`config.mk`:
```
export PLATFORM = sky130hd
export DESIGN_NAME = mod_counter_ctrl
export DESIGN_NICKNAME = d
export VERILOG_FILES = /design/src/rtl/mod_ctrl_pkg.sv /design/src/rtl/mod_n_core.sv /design/src/rtl/mod_counter_ctrl.sv
export SDC_FILE = /design/constraint.sdc
export NUM_CORES = 1
export LEC_CHECK = 0
export ABC_AREA = 0
export CORE_UTILIZATION = 45
export DETAILED_ROUTE_END_ITERATION = 7
export PLACE_DENSITY_LB_ADDON = 0.05
export SKIP_CTS_REPAIR_TIMING = 1
export SYNTH_ARGS = -nofsm -noshare
export SYNTH_HDL_FRONTEND = slang
export SYNTH_HIERARCHICAL = 1
export SYNTH_SLANG_ARGS = --single-unit
```
`constraint.sdc`:
```
create_clock -name Clock -period 2.6 [get_ports Clock]
set_input_delay 0.52 -clock Clock [delete_from_list [all_inputs] [get_ports Clock]]
set_output_delay 0.52 -clock Clock [all_outputs]
set_load 0.03 [all_outputs]
```
`src/rtl/mod_ctrl_pkg.sv`:
```
// Shared definitions for the programmable mod-N counter controller and its core.
package mod_ctrl_pkg;

   typedef enum logic [1:0] {
      IDLE,
      RUN,
      PAUSE
   } ctrlState_t;

   localparam int MIN_MODULUS = 2;

endpackage

```
`src/rtl/mod_n_core.sv`:
```
// WIDTH-bit up/down mod-N counter; latches modulus and direction on load and
// flags the last value before a reload so the controller can register Wrap.
module mod_n_core #(
   parameter int WIDTH = 3
) (
   input  logic             Clock,
   input  logic             Reset,
   input  logic             clear,
   input  logic             load,
   input  logic             enable,
   input  logic             down,
   input  logic [WIDTH-1:0] modulus,
   output logic [WIDTH-1:0] count,
   output logic             atEnd
);

   logic [WIDTH-1:0] modLatch;
   logic             downLatch;
   logic [WIDTH-1:0] topValue;

   assign topValue = modLatch - 1'b1;
   assign atEnd    = downLatch ? (count == '0) : (count == topValue);

   // Clear wins over load, load over enable; the reload value depends on direction.
   always_ff @(posedge Clock or posedge Reset) begin
      if (Reset) begin
         count     <= '0;
         modLatch  <= '0;
         downLatch <= 1'b0;
      end else if (clear) begin
         count <= '0;
      end else if (load) begin
         modLatch  <= modulus;
         downLatch <= down;
         count     <= down ? (modulus - 1'b1) : '0;
      end else if (enable) begin
         if (atEnd)
            count <= downLatch ? topValue : '0;
         else
            count <= downLatch ? (count - 1'b1) : (count + 1'b1);
      end
   end

endmodule

```
`src/rtl/mod_counter_ctrl.sv`:
```
// Run controller for the mod-N core: start/stop/hold sequencing, pass counting,
// and the registered Wrap/Done/Error pulses.
module mod_counter_ctrl
   import mod_ctrl_pkg::*;
#(
   parameter int WIDTH  = 3,
   parameter int PASS_W = 4
) (
   input  logic              Clock,
   input  logic              Reset,
   input  logic              Start,
   input  logic              Stop,
   input  logic              Hold,
   input  logic              Down,
   input  logic [WIDTH-1:0]  Modulus,
   input  logic [PASS_W-1:0] Passes,
   output logic [WIDTH-1:0]  Count,
   output logic              Wrap,
   output logic              Busy,
   output logic              Done,
   output logic              Error
);

   ctrlState_t        state, nextState;
   logic [PASS_W-1:0] passCnt, passesLat, passNext;
   logic              coreClear, coreLoad, coreEnable, atEnd;
   logic              wrapNext, doneNext, errorNext, passClear, passInc;

   mod_n_core #(.WIDTH(WIDTH)) core (
      .Clock   (Clock),
      .Reset   (Reset),
      .clear   (coreClear),
      .load    (coreLoad),
      .enable  (coreEnable),
      .down    (Down),
      .modulus (Modulus),
      .count   (Count),
      .atEnd   (atEnd)
   );

   assign passNext = passCnt + 1'b1;
   assign Busy     = (state != IDLE);

   // State, pass bookkeeping and the one-cycle pulse registers.
   always_ff @(posedge Clock or posedge Reset) begin
      if (Reset) begin
         state     <= IDLE;
         passCnt   <= '0;
         passesLat <= '0;
         Wrap      <= 1'b0;
         Done      <= 1'b0;
         Error     <= 1'b0;
      end else begin
         state <= nextState;
         Wrap  <= wrapNext;
         Done  <= doneNext;
         Error <= errorNext;
         if (passClear) begin
            passCnt   <= '0;
            passesLat <= Passes;
         end else if (passInc) begin
            passCnt <= passNext;
         end
      end
   end

   // Stop outranks everything; a zero pass count means the run never ends by itself.
   always_comb begin
      nextState  = state;
      coreClear  = 1'b0;
      coreLoad   = 1'b0;
      coreEnable = 1'b0;
      wrapNext   = 1'b0;
      doneNext   = 1'b0;
      errorNext  = 1'b0;
      passClear  = 1'b0;
      passInc    = 1'b0;
      case (state)
         IDLE: begin
            if (!Stop && Start) begin
               if (Modulus >= WIDTH'(MIN_MODULUS)) begin
                  coreLoad  = 1'b1;
                  passClear = 1'b1;
                  nextState = RUN;
               end else begin
                  errorNext = 1'b1;
               end
            end
         end
         RUN: begin
            if (Stop) begin
               coreClear = 1'b1;
               nextState = IDLE;
            end else if (Hold) begin
               nextState = PAUSE;
            end else begin
               coreEnable = 1'b1;
               if (atEnd) begin
                  wrapNext = 1'b1;
                  if (passesLat != '0) begin
                     passInc = 1'b1;
                     if (passNext == passesLat) begin
                        doneNext  = 1'b1;
                        nextState = IDLE;
                     end
                  end
               end
            end
         end
         PAUSE: begin
            if (Stop) begin
               coreClear = 1'b1;
               nextState = IDLE;
            end else if (!Hold) begin
               nextState = RUN;
            end
         end
         default: nextState = IDLE;
      endcase
   end

endmodule

```
==> results of run 1 <==
-- power groups by stage --
stage,Combinational [mW],Sequential (mW),Clock (mW)
final,0.957,0.562,0.256
after global routing,1.05,0.583,0.277
after CTS,0.961,0.566,0.263
after detailed placement,0.955,0.571,0
after global placement,0.947,0.568,0
after floorplan,0.679,0.578,0
-- layout make-up --
type / instances / share of cell area (%)
Multi-Input combinational cell: 89 / 45.7
Tap cell: 30 / 2.38
Clock inverter: 1 / 1.91
Clock buffer: 3 / 1.43
Timing Repair Buffer: 23 / 14.0
Sequential cell: 20 / 31.8
Inverter: 12 / 2.86
-- kinds of logic (layout without fill, tap and decap cells) --
group,count (synthesis),in the layout,synth area share [%]
simple gates,38,38,17.6
compound gates,23,23,13.2
flops,20,20,39.4
xor+xnor,14,14,12.0
buf+inv,13,39,3.94
fa+ha+maj,8,8,8.47
mux,6,6,5.32
-- registers in the layout (all words and copies together), names as in the netlist --
name,count
Wrap,1
Error,1
core/downLatch,1
passCnt,4
passesLat,4
core/modLatch,3
state,2
core/count,3
Done,1
-- worst max-delay path by stage --
stage | slack (ns) | endpoint | depth (start not counted) | start
floorplan | 0.20 | core/modLatch[2]$_DFFE_PP0P_ | 8 | state[0]$_DFFE_PP0P_
global placement | 0.20 | state[0]$_DFFE_PP0P_ | 8 | core/modLatch[0]$_DFFE_PP0P_
detailed placement | 0.19 | state[0]$_DFFE_PP0P_ | 8 | core/modLatch[0]$_DFFE_PP0P_
CTS | 0.16 | state[0]$_DFFE_PP0P_ | 8 | core/modLatch[0]$_DFFE_PP0P_
global route | 0.05 | state[0]$_DFFE_PP0P_ | 8 | core/modLatch[0]$_DFFE_PP0P_
finish | 0.17 | state[0]$_DFFE_PP0P_ | 8 | core/modLatch[0]$_DFFE_PP0P_
-- placed cells by master, fill, tap and decap left out, drive strengths merged, types with 2 or more instances in the layout --
master	count
and2	3
buf	4
inv	12
o41ai	3
mux2	6
nor3	2
nor2b	2
dfrtp	20
o21ai	9
nand3	4
xor2	2
nand2b	2
nor3b	4
clkbuf	3
a21oi	4
nand2	8
xnor2	10
nor2	7
ha	7
o22ai	2
xor3	2
clkdlybuf4s50	19
-- stage by stage --
step                      util [%]  worst slack, ns
final                         61.4            0.170
after CTS                     61.4            0.160
after detailed placement      59.3            0.193
after global routing          61.4           0.0470
after global placement        59.3            0.204
after floorplan                  -            0.203
-- routing by layer --
layer,up-vias,part of all wire (%),global-route usage (%)
met1,455,47,25.2
li1,473,-,-
met2,24,46,29.1
met3,7,4.3,4.92
met4,0,2.2,10.4
met5,-,0,0
==> run summary, run 1 <==
PWR
----------------------------------------------------------------------------------------
Proportion of power drawn by the clock network                                     14.4%
Power per cell area                                                          1130 nW/um2
Net load switching power                                                        0.712 mW
Sw Ratio                                                                           40.1%
Flop pwr share                                                                     31.7%
Peak supply drop                                                                  819 uV
Pint                                                                             1.06 mW
Static leakage                                                                  0.685 nW
Final Power                                                                      1.78 mW
Comb power frac                                                                    53.9%

CELLS AND AREA
----------------------------------------------------------------------------------------
Total non-filler cell area in the finished layout                               1580 um2
Layout Area Growth over Synthesis                                                  24.0%
Filler cell count in the final layout                                                224
Area of the multi-input gates                                                    719 um2
Total Nets Final                                                                     170
Count of antenna diodes in the layout                                                  0
Layout cell share with drive strength beyond 1                                     14.2%
Sequential standard cell area                                                    500 um2
Final Instance Count excl. Fillers                                                   178

LOGIC SYNTHESIS
----------------------------------------------------------------------------------------
Cell accounting for the most synthesized area                               sky130_fd_sc_hd__dfrtp_1
Synth Cell Area                                                                 1270 um2
YS warnings                                                                            6
Cell with the most instances after synthesis                                sky130_fd_sc_hd__dfrtp_1
Yosys top cell area share                                                          39.4%
Gate Count Post-Synth                                                                122
Share of synthesized registers carrying an async set or reset                       100%
Count of flip-flops with a built-in enable after synthesis                             0
Mapped Nets                                                                          143
Netlist cell types                                                                    39
Synthesized area per cell                                                       10.4 um2
Top FF cell, synth                                                          sky130_fd_sc_hd__dfrtp_1
List of most frequent post-synthesis cells                                  20 x sky130_fd_sc_hd__dfrtp_1, 12 x sky130_fd_sc_hd__inv_1, 10 x sky130_fd_sc_hd__xnor2_1
Flip-flop and latch count after synthesis                                             20
Sequential share of the synthesized area                                           39.4%
Biggest area contributors in the synthesized netlist                        sky130_fd_sc_hd__dfrtp_1 39%, sky130_fd_sc_hd__ha_1 6.9%, sky130_fd_sc_hd__xnor2_1 6.9%

DETAILED ROUTING
----------------------------------------------------------------------------------------
Starting DRC count in detailed routing                                                18
Drt total wl                                                                     2.41 mm
Routed via count                                                                     959
Final ANT Viol Nets                                                                    0
Vias per inst                                                                       5.39
Residual DRC                                                                           0
WL/cell                                                                          13.5 um
Number of detailed-route iterations in the first pass                                  4

STA
----------------------------------------------------------------------------------------
RSZ-0062 raised after global routing                                               false
Worst hold margin                                                               0.460 ns
Worst Tran Pin Value                                                            0.472 ns
Max Transition Viols Final                                                             0
Hold Violations, Final                                                                 0
Max-slew headroom at the worst pin                                                 68.5%
Setup skew after layout                                                       0.00900 ns
Total negative slack for setup checks                                               0 ns
Total of endpoints with negative setup slack in the final report                       0
Time the final worst path needs with I/O delays and setup                        2.43 ns
Highest clock frequency the design can meet                                    0.412 GHz
Final period utilization                                                           93.5%

SETUP PATH
----------------------------------------------------------------------------------------
Maximum fanout encountered on the critical timing path                                 3
Required time at the worst-slack endpoint                                        2.79 ns
Category of cells accounting for the largest share of critical-path delay   compound AO/OA/AOI/OAI gates
Startpoint type of the worst setup path                                             flop
Worst setup slack for register-to-register paths                                 0.17 ns
Slowest stage delay, CP                                                          0.47 ns
Category of the most critical setup path                                    flop to flop
Critical path data arrival time                                                  2.62 ns
Critical path cell sequence                                                 inv_1 > ha_1 > xor3_1 > o41ai_4 > o41a_1 > nand3_1 > a21oi_2 > mux2_1
Startpoint of the worst register-to-register path                           core/modLatch[0]$_DFFE_PP0P_
Depth of the worst register-to-register path                                           8
Buffering stage count on the worst path with inverters included                        1
Destination of the worst register-to-register timing path                   state[0]$_DFFE_PP0P_
Master of the slowest instance on the critical path                         sky130_fd_sc_hd__xor3_1
Kind of end point of the critical path                                              flop

CLOCKING
----------------------------------------------------------------------------------------
H-tree levels                                                                          1
Number of sinks handled by clock tree synthesis                                       20
Longest Clk Path Bufs                                                                  2
Clock tree from TritonCTS                                                           done
Clock-pin slew on the worst setup and hold paths                                 0.12 ns
Clock network latency to the later pin of the worst-skew pair                    0.31 ns
Total clock buffers created by CTS                                                     3
Clock root cell                                                             sky130_fd_sc_hd__clkbuf_4

PLACE
----------------------------------------------------------------------------------------
Placed cells                                                                         174
Port Buf Inserts                                                                      19
Area of placed instances                                                        1520 um2
Final weighted congestion in routability-driven placement                          0.795
Half-perimeter wire length after detailed placement                              1.87 mm

WORST HOLD PATH
----------------------------------------------------------------------------------------
Hold/Removal Path Class                                                     primary input to asynchronous set/reset pin

GLOBAL ROUTING
----------------------------------------------------------------------------------------
Maximum number of pins on one net before global-route repair                          18
Via count of the first global-routing pass                                           900
Antenna violations before repair                                                       0
Grt ovf                                                                                0
Global-route total usage across every layer                                        19.3%
First-pass GRT wire length                                                       4.02 mm

DIE
----------------------------------------------------------------------------------------
Width of the die                                                                 55.1 um
Initial standard-cell utilization of the core                                      49.5%
Die Height                                                                       55.1 um
Die footprint                                                                   3040 um2
Total number of placement rows                                                        18
Placeable core region                                                           2570 um2
Top-level port count                                                                  20

STATUS
----------------------------------------------------------------------------------------
Result of the run                                                           complete, no violations

RUN
----------------------------------------------------------------------------------------
Max-cap violations                                                                     0

(Power assumes the default switching activity.)
==> run 2: changes to the inputs <==
--- a/config.mk
+++ b/config.mk
@@ -14,3 +14,4 @@
 export SYNTH_HDL_FRONTEND = slang
 export SYNTH_HIERARCHICAL = 1
 export SYNTH_SLANG_ARGS = --single-unit
+export TNS_END_PERCENT = 1
==> constraint.sdc (replaced) <==
create_clock -name Clock -period 2.6 [get_ports Clock]
set_input_delay 0.26 -clock Clock [delete_from_list [all_inputs] [get_ports Clock]]
set_output_delay 0.26 -clock Clock [all_outputs]
set_load 0.03 [all_outputs]
==> run 2 against run 1 <==
  * Clock power decreased by 29%
  * Register-to-register slack about the same
  * Count of clock-buffer cells in the layout increased by 1
  * Clock skew about the same
  * Maximum frequency increased by 0.17%
  * Hold slack got worse by 0.26 ns
  * Non-clock buffer count unchanged
  * Cell count unchanged
  * Core utilization decreased by 0.63 points
  * Setup slack improved by 0.0041 ns
  * Combinational power increased by 0.5%
==> run summary, run 2 (synthesized netlist as in run 1, its figures left out) <==
STATUS
----------------------------------------------------------------------------------------
Result of the run                                                           complete, no violations   unchanged

STA
----------------------------------------------------------------------------------------
Final period utilization                                                           93.3%   was 93.5%
Total of endpoints with negative setup slack in the final report                       0   unchanged
Worst Tran Pin Value                                                            0.511 ns   was 0.472 ns
Max Transition Viols Final                                                             0   unchanged
Max-slew headroom at the worst pin                                                 65.9%   was 68.5%
Hold Violations, Final                                                                 0   unchanged
Slack of the critical path                                                      0.174 ns   was 0.170 ns
Time the final worst path needs with I/O delays and setup                        2.43 ns   about the same
Setup skew after layout                                                       0.00893 ns   was 0.00900 ns
Total negative slack for setup checks                                               0 ns   unchanged
Worst hold margin                                                               0.204 ns   was 0.460 ns
RSZ-0062 raised after global routing                                               false   unchanged
Highest clock frequency the design can meet                                    0.412 GHz   about the same

CLOCKING
----------------------------------------------------------------------------------------
Clock-pin slew on the worst setup and hold paths                                 0.12 ns   about the same
Total clock buffers created by CTS                                                     3   unchanged
Number of sinks handled by clock tree synthesis                                       20   unchanged
H-tree levels                                                                          1   unchanged
Clock root cell                                                             sky130_fd_sc_hd__clkbuf_4   unchanged
Clock network latency to the later pin of the worst-skew pair                    0.30 ns   was 0.31 ns
Longest Clk Path Bufs                                                                  2   unchanged
Clock tree from TritonCTS                                                           done   unchanged

DETAILED ROUTING
----------------------------------------------------------------------------------------
Number of detailed-route iterations in the first pass                                  4   unchanged
Vias per inst                                                                       5.53   was 5.39
Drt total wl                                                                     2.59 mm   was 2.41 mm
Starting DRC count in detailed routing                                                17   was 18
Final ANT Viol Nets                                                                    0   unchanged
Routed via count                                                                     985   was 959
WL/cell                                                                          14.5 um   was 13.5 um
Residual DRC                                                                           0   unchanged

WORST HOLD PATH
----------------------------------------------------------------------------------------
Hold/Removal Path Class                                                     primary input to asynchronous set/reset pin   unchanged

PWR
----------------------------------------------------------------------------------------
Power per cell area                                                          1100 nW/um2   was 1130 nW/um2
Static leakage                                                                  0.678 nW   was 0.685 nW
Peak supply drop                                                                  694 uV   was 819 uV

DIE
----------------------------------------------------------------------------------------
Initial standard-cell utilization of the core                                      49.5%   unchanged
Placeable core region                                                           2570 um2   unchanged
Die footprint                                                                   3040 um2   unchanged
Top-level port count                                                                  20   unchanged
Total number of placement rows                                                        18   unchanged
Width of the die                                                                 55.1 um   unchanged
Die Height                                                                       55.1 um   unchanged

CELLS AND AREA
----------------------------------------------------------------------------------------
Biggest regs                                                                passCnt (4), passesLat (4)   unchanged
Most common cell after layout, fill and taps aside                          sky130_fd_sc_hd__dfrtp_1   unchanged
Layout Area Growth over Synthesis                                                  22.8%   was 24.0%
Most used cells in the layout excluding fill and tap cells                  20 x sky130_fd_sc_hd__dfrtp_1, 19 x sky130_fd_sc_hd__clkdlybuf4s50_1, 12 x sky130_fd_sc_hd__inv_1   unchanged
Total Nets Final                                                                     170   unchanged
Layout cell share with drive strength beyond 1                                     14.2%   unchanged
Count of antenna diodes in the layout                                                  0   unchanged

SETUP PATH
----------------------------------------------------------------------------------------
Startpoint type of the worst setup path                                             flop   unchanged
Category of the most critical setup path                                    flop to flop   unchanged
Critical path data arrival time                                                  2.62 ns   about the same
Slowest stage delay, CP                                                          0.48 ns   was 0.47 ns
Worst setup slack for register-to-register paths                                 0.17 ns   about the same
Critical path cell sequence                                                 inv_1 > ha_1 > xor3_1 > o41ai_4 > o41a_1 > nand3_1 > a21oi_2 > mux2_1   unchanged
Maximum fanout encountered on the critical timing path                                 3   unchanged
Required time at the worst-slack endpoint                                        2.79 ns   about the same
Kind of end point of the critical path                                              flop   unchanged
Master of the slowest instance on the critical path                         sky130_fd_sc_hd__xor3_1   unchanged
Buffering stage count on the worst path with inverters included                        1   unchanged
Category of cells accounting for the largest share of critical-path delay   compound AO/OA/AOI/OAI gates   unchanged

PLACE
----------------------------------------------------------------------------------------
Setup WS pre-CTS                                                                0.204 ns   was 0.193 ns
Final weighted congestion in routability-driven placement                          0.888   was 0.795
Half-perimeter wire length after detailed placement                              2.00 mm   was 1.87 mm
Port Buf Inserts                                                                      19   unchanged

GLOBAL ROUTING
----------------------------------------------------------------------------------------
Global-route total usage across every layer                                        19.6%   was 19.3%
Maximum number of pins on one net before global-route repair                          17   was 18
Grt ovf                                                                                0   unchanged
First-pass GRT wire length                                                       4.19 mm   was 4.02 mm
Via count of the first global-routing pass                                           967   was 900
Antenna violations before repair                                                       0   unchanged

RUN
----------------------------------------------------------------------------------------
Max-cap violations                                                                     0   unchanged

run 2: changes by cell type in the layout (fill, tap and decap cells not counted):
| cell | previous run | this run |
|---|---|---|
| sky130_fd_sc_hd__bufinv_16 | 1 | 0 |
| sky130_fd_sc_hd__clkbuf_8 | 0 | 1 |
run 2: final timing paths:
path                                           endpoint                         start  depth (start not counted)
min in group Clock         core/modLatch[0]$_DFFE_PP0P_                    Modulus[0]                          3
hold reg to reg            core/modLatch[1]$_DFFE_PP0P_  core/modLatch[1]$_DFFE_PP0P_                          2
setup / recovery                   state[0]$_DFFE_PP0P_  core/modLatch[0]$_DFFE_PP0P_                          8
setup reg to reg                   state[0]$_DFFE_PP0P_  core/modLatch[0]$_DFFE_PP0P_                          8
hold / removal               core/downLatch$_DFFE_PP0P_                         Reset                          2
max in group asynchronous        passCnt[1]$_DFFE_PP0P_                         Reset                          2
run 2: where the power goes:
group	leakage [nW]	internal [mW]	switching [mW]	total [mW]
registers	0.256	0.424	0.142	0.566
clock network	0.0210	0.0852	0.0963	0.182
logic	0.401	0.481	0.481	0.962
total	0.678	0.990	0.720	1.71
run 2: cell type report:
class	count	area [um2]
tap	30	37.5
clock buffer	4	36.3
fill	228	1010
timing repair buffer	23	220
multi-input combinational	89	719
inverter	12	45.0
sequential	20	500
run 2: through the flow:
step | total power, mW | cell area [um2] | util, % | std cells
after floorplan | 1.26 | 1270 | - | 122
after global placement | 1.50 | 1520 | 59.3 | 174
after detailed placement | 1.53 | 1520 | 59.3 | 174
after CTS | 1.72 | 1560 | 60.7 | 178
after global routing | 1.83 | 1560 | 60.7 | 178
final | 1.71 | 1560 | 60.7 | 178
run 2: per-layer routing:
layer  global-route usage, %  wire (um)  vias to the layer above
met5                       0          0                        -
met2                    33.5       1220                       28
met1                    23.8       1210                      475
met3                    4.10         98                        6
met4                    7.92         55                        0
li1                        -          -                      476
